[config.mk]
export PLATFORM = sky130hd
export DESIGN_NAME = jstk2_spi_responder
export DESIGN_NICKNAME = d
export VERILOG_FILES = /design/src/rtl/jstk2_spi_responder.sv
export SDC_FILE = /design/constraint.sdc
export NUM_CORES = 1
export LEC_CHECK = 0
export CAP_MARGIN = 20
export CORE_AREA = 2 2 102 104
export CTS_BUF_LIST = sky130_fd_sc_hd__clkbuf_16
export CTS_CLUSTER_SIZE = 12
export DETAILED_ROUTE_END_ITERATION = 12
export DIE_AREA = 0 0 104 106
export GPL_TIMING_DRIVEN = 0
export PLACE_DENSITY = 0.48
export SETUP_SLACK_MARGIN = 0.02
export SLEW_MARGIN = 15
export SYNTH_ARGS = -nofsm -noshare
export SYNTH_HDL_FRONTEND = slang
export SYNTH_SLANG_ARGS = --single-unit
export TNS_END_PERCENT = 20
[constraint.sdc]
create_clock -name clk -period 3.3 [get_ports clk]
set_input_delay 0.66 -clock clk [delete_from_list [all_inputs] [get_ports clk]]
set_output_delay 0.66 -clock clk [all_outputs]
set_load 0.01 [all_outputs]
[src/rtl/jstk2_spi_responder.sv]
// jstk2_spi_responder: SPI mode-0 slave emulating the PmodJSTK2 joystick.
// Returns a position/button frame and, when JSTK2_RESP_LED_CMD_EN is defined,
// decodes the set-RGB-LED command (0x84) sent by the master.
`timescale 1ns/1ps
module jstk2_spi_responder #(
    parameter int SYNC_STAGES = 2,
    parameter int FRAME_BYTES = 5
) (
    input  logic        clk,
    input  logic        rst,
    input  logic        SCLK,
    input  logic        SS,
    input  logic        MOSI,
    output logic        MISO,
    input  logic [9:0]  x_pos,
    input  logic [9:0]  y_pos,
    input  logic        trigger,
    input  logic        jstk_btn,
    output logic [23:0] led_rgb,
    output logic        led_valid,
    output logic        frame_done,
    output logic        frame_err
);

    localparam logic [2:0] LP_NBYTES = 3'(FRAME_BYTES);
    localparam logic [5:0] LP_NBITS  = 6'(FRAME_BYTES * 8);

    typedef enum logic {S_IDLE, S_ACTIVE} state_t;
    state_t r_state, w_next;

    logic [SYNC_STAGES-1:0] r_sclk_sync, r_ss_sync, r_mosi_sync;
    logic       r_sclk_q, r_ss_q;
    logic       w_sclk_s, w_ss_s;
    logic       w_sclk_rise, w_sclk_fall, w_ss_fall, w_ss_rise;

    logic [9:0] r_snap_x, r_snap_y;
    logic       r_snap_t, r_snap_b;
    logic [7:0] r_shift, w_tx_byte;
    logic [2:0] r_bit_cnt, r_byte_idx;
    logic [5:0] r_total;
    logic       r_frame_done, r_frame_err;

    // SS idles high so a reset never fakes a select edge.
    always_ff @(posedge clk or negedge rst) begin
        if (!rst) begin
            r_sclk_sync <= '0;
            r_ss_sync   <= '1;
            r_mosi_sync <= '0;
            r_sclk_q    <= 1'b0;
            r_ss_q      <= 1'b1;
        end else begin
            r_sclk_sync <= {r_sclk_sync[SYNC_STAGES-2:0], SCLK};
            r_ss_sync   <= {r_ss_sync[SYNC_STAGES-2:0], SS};
            r_mosi_sync <= {r_mosi_sync[SYNC_STAGES-2:0], MOSI};
            r_sclk_q    <= w_sclk_s;
            r_ss_q      <= w_ss_s;
        end
    end

    assign w_sclk_s    = r_sclk_sync[SYNC_STAGES-1];
    assign w_ss_s      = r_ss_sync[SYNC_STAGES-1];
    assign w_sclk_rise =  w_sclk_s & ~r_sclk_q;
    assign w_sclk_fall = ~w_sclk_s &  r_sclk_q;
    assign w_ss_fall   = ~w_ss_s   &  r_ss_q;
    assign w_ss_rise   =  w_ss_s   & ~r_ss_q;

    // State register.
    always_ff @(posedge clk or negedge rst) begin
        if (!rst) r_state <= S_IDLE;
        else      r_state <= w_next;
    end

    // Next state: select opens a frame, deselect closes it.
    always_comb begin
        w_next = r_state;
        case (r_state)
            S_IDLE:   if (w_ss_fall) w_next = S_ACTIVE;
            S_ACTIVE: if (w_ss_rise) w_next = S_IDLE;
        endcase
    end

    // Byte to transmit next; bytes past the frame read as zero.
    always_comb begin
        w_tx_byte = 8'h00;
        if (r_byte_idx < LP_NBYTES) begin
            case (r_byte_idx)
                3'd0:    w_tx_byte = r_snap_x[7:0];
                3'd1:    w_tx_byte = {6'b0, r_snap_x[9:8]};
                3'd2:    w_tx_byte = r_snap_y[7:0];
                3'd3:    w_tx_byte = {6'b0, r_snap_y[9:8]};
                3'd4:    w_tx_byte = {6'b0, r_snap_t, r_snap_b};
                default: w_tx_byte = 8'h00;
            endcase
        end
    end

    // Frame datapath: snapshot, bit counting, MISO shifting, end-of-frame pulses.
    always_ff @(posedge clk or negedge rst) begin
        if (!rst) begin
            r_snap_x     <= '0;
            r_snap_y     <= '0;
            r_snap_t     <= 1'b0;
            r_snap_b     <= 1'b0;
            r_shift      <= '0;
            r_bit_cnt    <= '0;
            r_byte_idx   <= '0;
            r_total      <= '0;
            r_frame_done <= 1'b0;
            r_frame_err  <= 1'b0;
        end else begin
            r_frame_done <= 1'b0;
            r_frame_err  <= 1'b0;
            case (r_state)
                S_IDLE: begin
                    if (w_ss_fall) begin
                        r_snap_x   <= x_pos;
                        r_snap_y   <= y_pos;
                        r_snap_t   <= trigger;
                        r_snap_b   <= jstk_btn;
                        r_shift    <= x_pos[7:0];
                        r_bit_cnt  <= '0;
                        r_byte_idx <= '0;
                        r_total    <= '0;
                    end
                end
                S_ACTIVE: begin
                    // Deselect has priority over any coincident SCLK edge.
                    if (w_ss_rise) begin
                        if (r_total >= LP_NBITS)  r_frame_done <= 1'b1;
                        else if (r_total != 6'd0) r_frame_err  <= 1'b1;
                        r_shift <= '0;
                    end else if (w_sclk_rise) begin
                        r_bit_cnt <= r_bit_cnt + 3'd1;
                        if (r_total != 6'd63) r_total <= r_total + 6'd1;
                        if (r_bit_cnt == 3'd7 && r_byte_idx != 3'd5)
                            r_byte_idx <= r_byte_idx + 3'd1;
                    end else if (w_sclk_fall) begin
                        if (r_bit_cnt == 3'd0) r_shift <= w_tx_byte;
                        else                   r_shift <= {r_shift[6:0], 1'b0};
                    end
                end
            endcase
        end
    end

    assign MISO       = (r_state == S_ACTIVE) & r_shift[7];
    assign frame_done = r_frame_done;
    assign frame_err  = r_frame_err;

`ifdef JSTK2_RESP_LED_CMD_EN
    logic       w_mosi_s;
    logic [7:0] w_rx_byte;
    logic [6:0] r_rx;
    logic [7:0] r_cmd, r_red, r_grn, r_blu;
    logic [23:0] r_led;
    logic       r_led_v;

    assign w_mosi_s  = r_mosi_sync[SYNC_STAGES-1];
    assign w_rx_byte = {r_rx, w_mosi_s};

    // Capture cmd/R/G/B bytes and apply 0x84 at the close of a full frame.
    always_ff @(posedge clk or negedge rst) begin
        if (!rst) begin
            r_rx    <= '0;
            r_cmd   <= '0;
            r_red   <= '0;
            r_grn   <= '0;
            r_blu   <= '0;
            r_led   <= '0;
            r_led_v <= 1'b0;
        end else begin
            r_led_v <= 1'b0;
            if (r_state == S_ACTIVE) begin
                if (w_ss_rise) begin
                    if (r_total >= LP_NBITS && r_cmd == 8'h84) begin
                        r_led   <= {r_red, r_grn, r_blu};
                        r_led_v <= 1'b1;
                    end
                end else if (w_sclk_rise) begin
                    r_rx <= w_rx_byte[6:0];
                    if (r_bit_cnt == 3'd7) begin
                        case (r_byte_idx)
                            3'd0:    r_cmd <= w_rx_byte;
                            3'd1:    r_red <= w_rx_byte;
                            3'd2:    r_grn <= w_rx_byte;
                            3'd3:    r_blu <= w_rx_byte;
                            default: ;
                        endcase
                    end
                end
            end
        end
    end

    assign led_rgb   = r_led;
    assign led_valid = r_led_v;
`else
    logic w_unused_mosi;
    assign w_unused_mosi = r_mosi_sync[SYNC_STAGES-1];
    assign led_rgb   = '0;
    assign led_valid = 1'b0;
`endif

endmodule

==> qor.yml <==
path_class: "register to primary output"
root_buffer: "clkbuf_16"
clk_latency_ps: 290
die_x_microns: 104
synth-edff-count: 0
yosysWarnings: 0
drc_errors: 0
grt_pass1_vias: 2026
synthCells: 251
cts_hold_buffers: 0
crit_chain: "buf_2, clkbuf_1, clkbuf_1, and2_1, clkdlybuf4s50_1"
yosysMostFrequentCell: "dfrtp_1"
port_buffers: 28
core_region_area_sq_um: 10000
maxSlewHeadroom_pct: 56.0
multi_input_area_sq_um: 1220
syn_to_final_growth_pct: 25.8
switchingPower_w: 0.000570
dp_slack_ps: 525
max_freq_mhz: 327
antenna_found_initial: 0
vias: 1983
synth_top_cell_by_area: "dfrtp_1"
drtIter0Drc: 72
hold_violations: 0
p_total_w: 0.00195
switching_share_pct: 29.2
cts_resized: 0
ys_seq_elements: 51
cp-start-kind: "register"
grt_pass1_wl_mm: 9.99
tightest_slew_ps: 661
cp_slowest_cell: "clkdlybuf4s50_1"
ys_seq_area_share_pct: 47.3
cts_sinks: 51
routed.top_layer: "met4"
cts_buffers: 5
path_clk_slew_ps: 70
slew_viol_final: 0
gp_congestion: 0.789
cp-end-kind: "primary output"
crit_top_cell: "clkbuf_1"
tritoncts: "yes"
worstPathMaxFanout: 10
worst_slack_ps: 240
drt-wirelength-per-cell_microns: 12.9
met3_length_microns: 203
utilization_pct: 34.0
worst_hold_slack_ps: 357
power_density_nw_per_um2: 573
die_h_microns: 106
syn_area_sq_um: 2700
synth_top_area_share_pct: 44.4
cap_violations: 0
leakagePower_nw: 1.45
seqPwrFrac_pct: 44.2
via_per_inst: 4.45
ys_async_sr_fraction_pct: 100
clockBufferDepth: 2
grt-ovfl-total: 0
dieArea_sq_um: 11000
p_clk_share_pct: 29.6
final_area_sq_um: 3400
min_period_over_period_pct: 92.7
start_util_pct: 27.0
rows: 37
h-tree-depth: 2
worstPathRequired_ps: 2640
hpwl_mm: 4.16
ioPinCount: 55
first_pass_iters: 4
placed_area_sq_um: 3240
register_area_sq_um: 1280
combPwrFrac_pct: 26.1
nFillCells: 1047
rsz0062_at_grt: "false"
worstSetupStartpoint: "r_state"
dr_wl_met2_mm: 2.75
setup_viol: 0
synth_cell_type_count: 42
avgSynthCellArea_sq_um: 10.8
finalCriticalPeriod_ps: 3060
drt-met1-wl_mm: 2.76
drive_gt1_share_pct: 22.3
grt_max_degree: 52
p_int_w: 0.00138
max_stage_delay_ps: 530
grtUsageTotal_pct: 11.2
diodes: 0
post_cts_buffers: 0
ys.flop_type: "dfrtp_1"
run_status: "finished, final reports clean"
ir_drop_mv: 0.220
fin_nets: 347
cp.arrival_ps: 2400
finClkSkew_ps: 6.65
wirelength_mm: 5.77
ant_nets: 0
worstHoldStart: "r_ss_sync[0]"
synthTopCellsByCount: "dfrtp_1 (48), buf_4 (25), mux2_2 (22), o21ai_0 (15)"
min_path_type: "register to register"
synth.area.top_cells: "dfrtp_1 (44%), mux2_2 (9.2%), buf_4 (6.9%), ha_1 (4.6%), dfstp_2 (2.9%)"
regToRegStartpoint: "r_byte_idx[0]"
## area by class of cell
type | count | area share, %
Buffer | 39 | 7.32
Clock buffer | 5 | 3.68
Clock inverter | 2 | 0.993
Inverter | 11 | 1.21
Multi-Input combinational cell | 174 | 36.0
Sequential cell | 51 | 37.6
Tap cell | 136 | 5.00
Timing Repair Buffer | 28 | 8.17
## registers in the layout, summed over array words and instances (netlist names), 2 cells and up
| register | cells |
|---|---|
| r_snap_x | 10 |
| r_shift | 8 |
| r_ss_sync | 2 |
| r_bit_cnt | 3 |
| r_snap_y | 10 |
| r_byte_idx | 3 |
| r_sclk_sync | 2 |
| r_total | 6 |
## stage by stage
stage | instances | setup TNS [ps]
after floorplan | 275 | 0
after global placement | 439 | -4850
after detailed placement | 439 | 0
after CTS | 446 | 0
after global routing | 446 | 0
final | 446 | 0
## cell families (layout without fill, tap and decap cells)
group / count (synthesis) / after routing / share of synthesized area, %
buffers and inverters: 50 / 85 / 10.7
other: 1 / 25 / 0.139
AND/OR/NAND/NOR: 58 / 58 / 12.3
adder cells (fa/ha/maj): 10 / 10 / 4.63
flip-flops: 51 / 51 / 47.3
AO/OA/AOI/OAI: 59 / 59 / 15.7
multiplexers: 22 / 22 / 9.16
## path summary, 6_finish.rpt
kind | endpoint | slack, ps | cells past startpoint
worst max-delay path | MISO | 240 | 5
worst max register to register | r_shift[2] | 1120 | 7
min in group asynchronous | r_snap_y[1] | 400 | 1
max in group asynchronous | r_total[1] | 2440 | 1
worst min-delay path | r_ss_sync[1] | 360 | 0
worst min register to register | r_ss_sync[1] | 360 | 0
## per-layer routing
layer | global-route usage [%] | up-vias
met5 | 0 | -
met4 | 3.67 | 0
met3 | 1.84 | 5
met2 | 19.6 | 44
met1 | 14.0 | 947
li1 | - | 987
## cells in the final DEF, fill, tap and decap left out, drive strengths merged, types with 10 or more instances in the layout
master,instances
o21ai,15
nor3,10
dfrtp,48
mux2,22
a21oi,11
buf,34
ha,10
inv,12
clkbuf,11
clkdlybuf4s50,27
conb,25
## power by group through the flow
| stage | Sequential (W) | Clock (W) | Combinational, W |
|---|---|---|---|
| 6_report | 0.000862 | 0.000578 | 0.000509 |
| 3_3_place_gp | 0.000873 | 0 | 0.000509 |
| 5_1_grt | 0.000885 | 0.000613 | 0.000582 |
| 4_1_cts | 0.000864 | 0.000590 | 0.000518 |
| 3_5_place_dp | 0.000877 | 0 | 0.000516 |
| 2_1_floorplan | 0.000849 | 0 | 0.000379 |
## worst max-delay path: cells and delay by family, from the launching register on
family / cells / cell delay, ps
buf+inv: 4 / 1590
flops: 1 / 320
simple gates: 1 / 210
No activity file was read; power rests on OpenSTA's default activity.
